===== src/rtl/window_sum_3.sv =====
// window_sum_3: registered, saturating sum of the three most recently accepted
// signed samples, with fill tracking, synchronous flush and a one-cycle
// result strobe for the downstream divide-by-3 stage.
module window_sum_3 #(
    parameter int WIDTH = 8
) (
    input  logic                    clk,
    input  logic                    rst,
    input  logic                    in_valid,
    input  logic signed [WIDTH-1:0] in,
    input  logic                    clear,
    output logic                    out_en,
    output logic signed [WIDTH-1:0] out,
    output logic                    sat,
    output logic                    full
);

    typedef enum logic [1:0] {
        EMPTY = 2'd0,
        ONE   = 2'd1,
        TWO   = 2'd2,
        FULL  = 2'd3
    } state_t;

    // Clamp limits expressed at the widened sum width so the compare is exact.
    localparam logic signed [WIDTH+1:0] SumMax = {3'b000, {(WIDTH-1){1'b1}}};
    localparam logic signed [WIDTH+1:0] SumMin = {3'b111, {(WIDTH-1){1'b0}}};

    state_t                  state_q, state_d;
    logic signed [WIDTH-1:0] s0_q, s1_q, s2_q;
    logic signed [WIDTH-1:0] s0_d, s1_d, s2_d;
    logic signed [WIDTH-1:0] out_q, out_d;
    logic                    sat_q, sat_d;
    logic                    outEn_q, outEn_d;
    logic signed [WIDTH+1:0] sum;

    // Sum of the window as it will look after the shift, widened so that three
    // extreme samples can never overflow before saturation.
    always_comb begin
        sum = {{2{in[WIDTH-1]}}, in}
            + {{2{s0_q[WIDTH-1]}}, s0_q}
            + {{2{s1_q[WIDTH-1]}}, s1_q};
    end

    // Next-state logic: flush has priority, otherwise an accepted sample shifts
    // the window, advances the fill state and, once full, produces a result.
    always_comb begin
        state_d = state_q;
        s0_d    = s0_q;
        s1_d    = s1_q;
        s2_d    = s2_q;
        out_d   = out_q;
        sat_d   = sat_q;
        outEn_d = 1'b0;

        if (clear) begin
            state_d = EMPTY;
            s0_d    = '0;
            s1_d    = '0;
            s2_d    = '0;
        end else if (in_valid) begin
            s2_d = s1_q;
            s1_d = s0_q;
            s0_d = in;

            case (state_q)
                EMPTY:     state_d = ONE;
                ONE:       state_d = TWO;
                TWO, FULL: state_d = FULL;
                default:   state_d = EMPTY;
            endcase

            if (state_d == FULL) begin
                outEn_d = 1'b1;
                if (sum > SumMax) begin
                    out_d = SumMax[WIDTH-1:0];
                    sat_d = 1'b1;
                end else if (sum < SumMin) begin
                    out_d = SumMin[WIDTH-1:0];
                    sat_d = 1'b1;
                end else begin
                    out_d = sum[WIDTH-1:0];
                    sat_d = 1'b0;
                end
            end
        end
    end

    // State and output registers; reset clears everything immediately.
    always_ff @(posedge clk or negedge rst) begin
        if (!rst) begin
            state_q <= EMPTY;
            s0_q    <= '0;
            s1_q    <= '0;
            s2_q    <= '0;
            out_q   <= '0;
            sat_q   <= 1'b0;
            outEn_q <= 1'b0;
        end else begin
            state_q <= state_d;
            s0_q    <= s0_d;
            s1_q    <= s1_d;
            s2_q    <= s2_d;
            out_q   <= out_d;
            sat_q   <= sat_d;
            outEn_q <= outEn_d;
        end
    end

    assign out_en = outEn_q;
    assign out    = out_q;
    assign sat    = sat_q;
    assign full   = (state_q == FULL);

endmodule

===== config.mk =====
export PLATFORM = sky130hd
export DESIGN_NAME = window_sum_3
export DESIGN_NICKNAME = d
export VERILOG_FILES = /design/src/rtl/window_sum_3.sv
export SDC_FILE = /design/constraint.sdc
export NUM_CORES = 1
export LEC_CHECK = 0
export ABC_AREA = 0
export BUFFER_PORTS_ARGS = -buffer_cell sky130_fd_sc_hd__buf_2
export CAP_MARGIN = 15
export CORE_MARGIN = 2
export CORE_UTILIZATION = 61
export CTS_CLUSTER_DIAMETER = 50
export DETAILED_ROUTE_END_ITERATION = 16
export PLACE_DENSITY = 0.9
export SETUP_SLACK_MARGIN = 0.05
export SYNTH_ARGS = -nofsm -noshare
export SYNTH_HDL_FRONTEND = slang
export SYNTH_SLANG_ARGS = --single-unit
export TNS_END_PERCENT = 20

===== constraint.sdc =====
create_clock -name clk -period 7.98 [get_ports clk]
set_input_delay 0.798 -clock clk [delete_from_list [all_inputs] [get_ports clk]]
set_output_delay 0.798 -clock clk [all_outputs]
set_load 0.005 [all_outputs]

# Word level (Yosys, flattened, before mapping)
# Cells that the tools add are included.
# classes
n_shift,0
div_mod_pow,0
n_mul,0
reduce_logical,4
bitwise_logic,1
add_sub_neg,2
order_cmp,2
muxes,16
n_eq_ne,4
# ops
op,n
$mux W8,6
$add A9 B8 Y10,1
$gt A10 B8 Y1 const B,1
$lt A10 B8 Y1 const B,1
$add A8 B8 Y9,1
$mux W2,4
$eq A2 B2 Y1 const B,3
$pmux W2 S3,1
$mux W1,5
$reduce_and A3 Y1,1
$eq A2 B1 Y1 const B,1
$logic_not A2 Y1,1
$reduce_bool A2 Y1,1
$reduce_or A2 Y1,1
$not A1 Y1,1
# word_totals
reg_bits,28
wordCells,35
latch_bits,0
inputBits,12
romBits,0
ram_bits,0
memories,0
output_inout_bits,11

# Longest topological paths before layout
# depth
depth_word,9
mapped_depth,11
mapped_depth_nobuf,11

# Worst setup path before layout
# OpenSTA, ideal clock, no wires.
# synth_timing
path_kind,input to register
start,input in[1]
end,"register out_q[3], in the netlist out[3]"
arrival_time_ns,3.379
slack_ns,4.498
path_stages,10
cell_sequence,inv_1 > fa_1 > inv_1 > ha_1 > fa_1 > a21o_2 > a221o_2 > xnor2_2 > or3_1 > a221oi_1
# synth_between
elab_chain_len,5
word_cells_on_any_way,6
cone_classes,add/sub: 2; order compare: 2; mux: 2
# synth_lines
element,line,rtl
"start, declared",10,"input logic signed [WIDTH-1:0] in,"
$add A8 B8 Y9 *,41,"+ {{2{s0_q[WIDTH-1]}}, s0_q}"
$add A9 B8 Y10 *,42,"+ {{2{s1_q[WIDTH-1]}}, s1_q};"
$lt A10 B8 Y1,78,end else if (sum < SumMin) begin
$mux W8,78,
$mux W8 *,75,if (sum > SumMax) begin
"end signal, assigned",104,out_q <= out_d;
"end, declared",32,"logic signed [WIDTH-1:0] out_q, out_d;"
# Mark *: on every way between the ends. The rest lies on a longest branch, timed or not.
# A chain may end at the register's enable or synchronous reset.

# Final worst setup path
# Same ends and word-level chain as after synthesis.

==> out/results.ini <==
[critical_path]
crit_path_top_delay_cell = fa_1
end_kind = flip-flop
critPathKind = in2reg
reg2reg_depth = 10
r2r-end = out[3]
crit_end = out[3]
worstPathArrival_ns = 3.66
r2r_start = s0_q[1]
crit_chain = buf_2 -> inv_1 -> fa_1 -> inv_1 -> ha_1 -> fa_1 -> a21o_2 -> a221o_2 -> xnor2_2 -> or3_1 -> a221oi_1
crit_start = in[1]
worst_setup_path_start_kind = input pin
cpPeakStageDelay_ns = 0.52
cp.required_ns = 8.23
r2r_slack_ns = 4.72
worstPathMaxFanout = 8

[synthesis]
yosys_warnings = 0
syn_area_um2 = 1720
synth_flop_cell = dfrtp_1
yosysTopAreaCellShare = 0.407
async_flop_share = 1.00
syn-instance-count = 162
yosysUniqueCellTypes = 41
synth-edff-count = 0
ys_seq_area_frac = 0.407
syn-mean-instance-area_um2 = 10.6
yosys-top-cells-area = dfrtp_1 (41%), fa_1 (10%), mux2i_1 (9.9%)
synth_seq_cells = 28
synth_nets = 191
yosys.area.top_type = dfrtp_1

[die]
fp.coreArea_um2 = 2710
die_area_um2 = 3260
initial_utilization = 0.635
std_cell_rows = 19
die_w_um = 57.1
dieHeight_um = 57.1
ios = 23

[sta]
fin_tns_setup_ns = 0
rsz0062_at_grt = false
final_hold_viol_count = 0
worst_pin_slew_ns = 0.618
setup_viol = 0
fin_crit_ns = 3.41
fin_skew_ns = 0.0124
period_share = 0.428
slew_violations = 0
whs_ns = 0.439
fmax_ghz = 0.293
max-slew-margin-rel = 0.588

[outcome]
status = complete, no violations

[drt]
route.detailed.drc = 0
routedWlPerCell_um = 14.8
wl_um = 3160
via_per_inst = 5.80
first_pass_iters = 4
ant_nets = 0
initialDrtViolationCount = 32
vias = 1241

[finish]
nFillCells = 217
area_delta_synth_final_pct = 10.4
layout_common_cells = nor2_1 (30), dfrtp_1 (28), buf_2 (22)
final_common_cell = nor2_1
drive_above_1_share = 0.197
nNetsFinal = 213
antenna_cells = 0

[clock_tree]
cts_num_sinks = 28
clkLatencyLatePin_ns = 0.34
cts_tree = done
cts_inserted_buffers = 3
clk_path_buf_depth = 2
ctsResizeCount = 0
htreeDepth = 1
cts-root-buf = clkbuf_4
clk_pin_slew_ns = 0.16
cts_setup_buffers = 0
cts_hold_buf = 0

[power_and_ir_drop]
p_per_area_nw_per_um2 = 214
p_leak_nw = 0.969
max-vdd-ir-drop_v = 0.000166

[job]
drv_cap = 0

[grt]
grt_max_degree = 29
grt_pass1_vias = 1309
grt_pass1_wl_um = 5650
grt_antenna_before_repair = 0
overflow = 0
grt.total_usage = 0.221

[placement]
portBuffers = 22
place_congestion = 0.871
place_hpwl_um = 2440

[hold_path]
hp-class = in2async

synthesized netlist by cell type (2+ instances only):
library cell	number
a21o_1	2
buf_2	3
o211ai_1	2
nor3_1	4
inv_1	5
nand2_1	6
o21ai_0	6
xnor2_1	2
xor2_1	2
a21o_2	2
ha_1	8
fa_1	9
nor2_1	30
dfrtp_1	28
a221oi_1	3
mux2i_1	17
a21oi_1	5
or3_1	5
kinds of logic (layout without fill, tap and decap cells):
logic type	after synthesis	after routing	synth area share
simple gates	55	55	0.147
compound gates	29	29	0.128
flops	28	28	0.407
fa+ha+maj	17	17	0.163
mux	17	17	0.0989
buf+inv	11	32	0.0262
xor+xnor	5	5	0.0298
area by class of cell:
type,count,area (um^2),area share
multi-input combinational,123,975,0.513
sequential,28,701,0.369
timing repair buffer,22,110,0.0580
tap,31,38.8,0.0204
clock inverter,1,30.0,0.0158
clock buffer,3,22.5,0.0119
inverter,6,22.5,0.0119
critical path: cells and delay by family:
| family | cells | cell delay [ns] |
|---|---|---|
| xor gates and xnor gates | 1 | 0.20 |
| adders and majority gates | 3 | 1.17 |
| AOI/OAI and AO/OA | 3 | 0.92 |
| and+or+nand+nor | 1 | 0.39 |
| buffers and inverters | 3 | 0.18 |
power breakdown:
group          switching, W  internal, W  leakage, nW
logic             0.0000712    0.0000595        0.577
clock network     0.0000448    0.0000509       0.0279
registers         0.0000139     0.000166        0.364
state kept, by name (all words and copies together), names as in the netlist:
register and cells:
sat 1, out 8, out_en 1, s1_q 8
s0_q 8, state_q 2
worst min-delay path by stage:
stage / from / end
finish: rst / out[5]
global route: rst / out[5]
CTS: rst / out[5]
detailed placement: out[7] / out[7]
global placement: out[7] / out[7]
floorplan: out[0] / out[0]
through the flow:
step                      power [W]   util  setup WS, ns  std cells  area, um^2
after global routing       0.000429  0.701          4.43        214        1900
after floorplan            0.000268      -          4.50        162        1720
after CTS                  0.000407  0.701          4.59        214        1900
after detailed placement   0.000313  0.681          4.23        210        1850
after global placement     0.000305  0.681          4.34        210        1850
final                      0.000406  0.701          4.57        214        1900
routing by layer:
| layer | track usage | vias up | share of wire |
|---|---|---|---|
| li1 | - | 609 | - |
| met2 | 0.391 | 24 | 0.52 |
| met3 | 0.0204 | 5 | 0.025 |
| met1 | 0.283 | 603 | 0.44 |
| met5 | 0 | - | 0 |
| met4 | 0.0831 | 0 | 0.017 |
(Power assumes the default switching activity.)
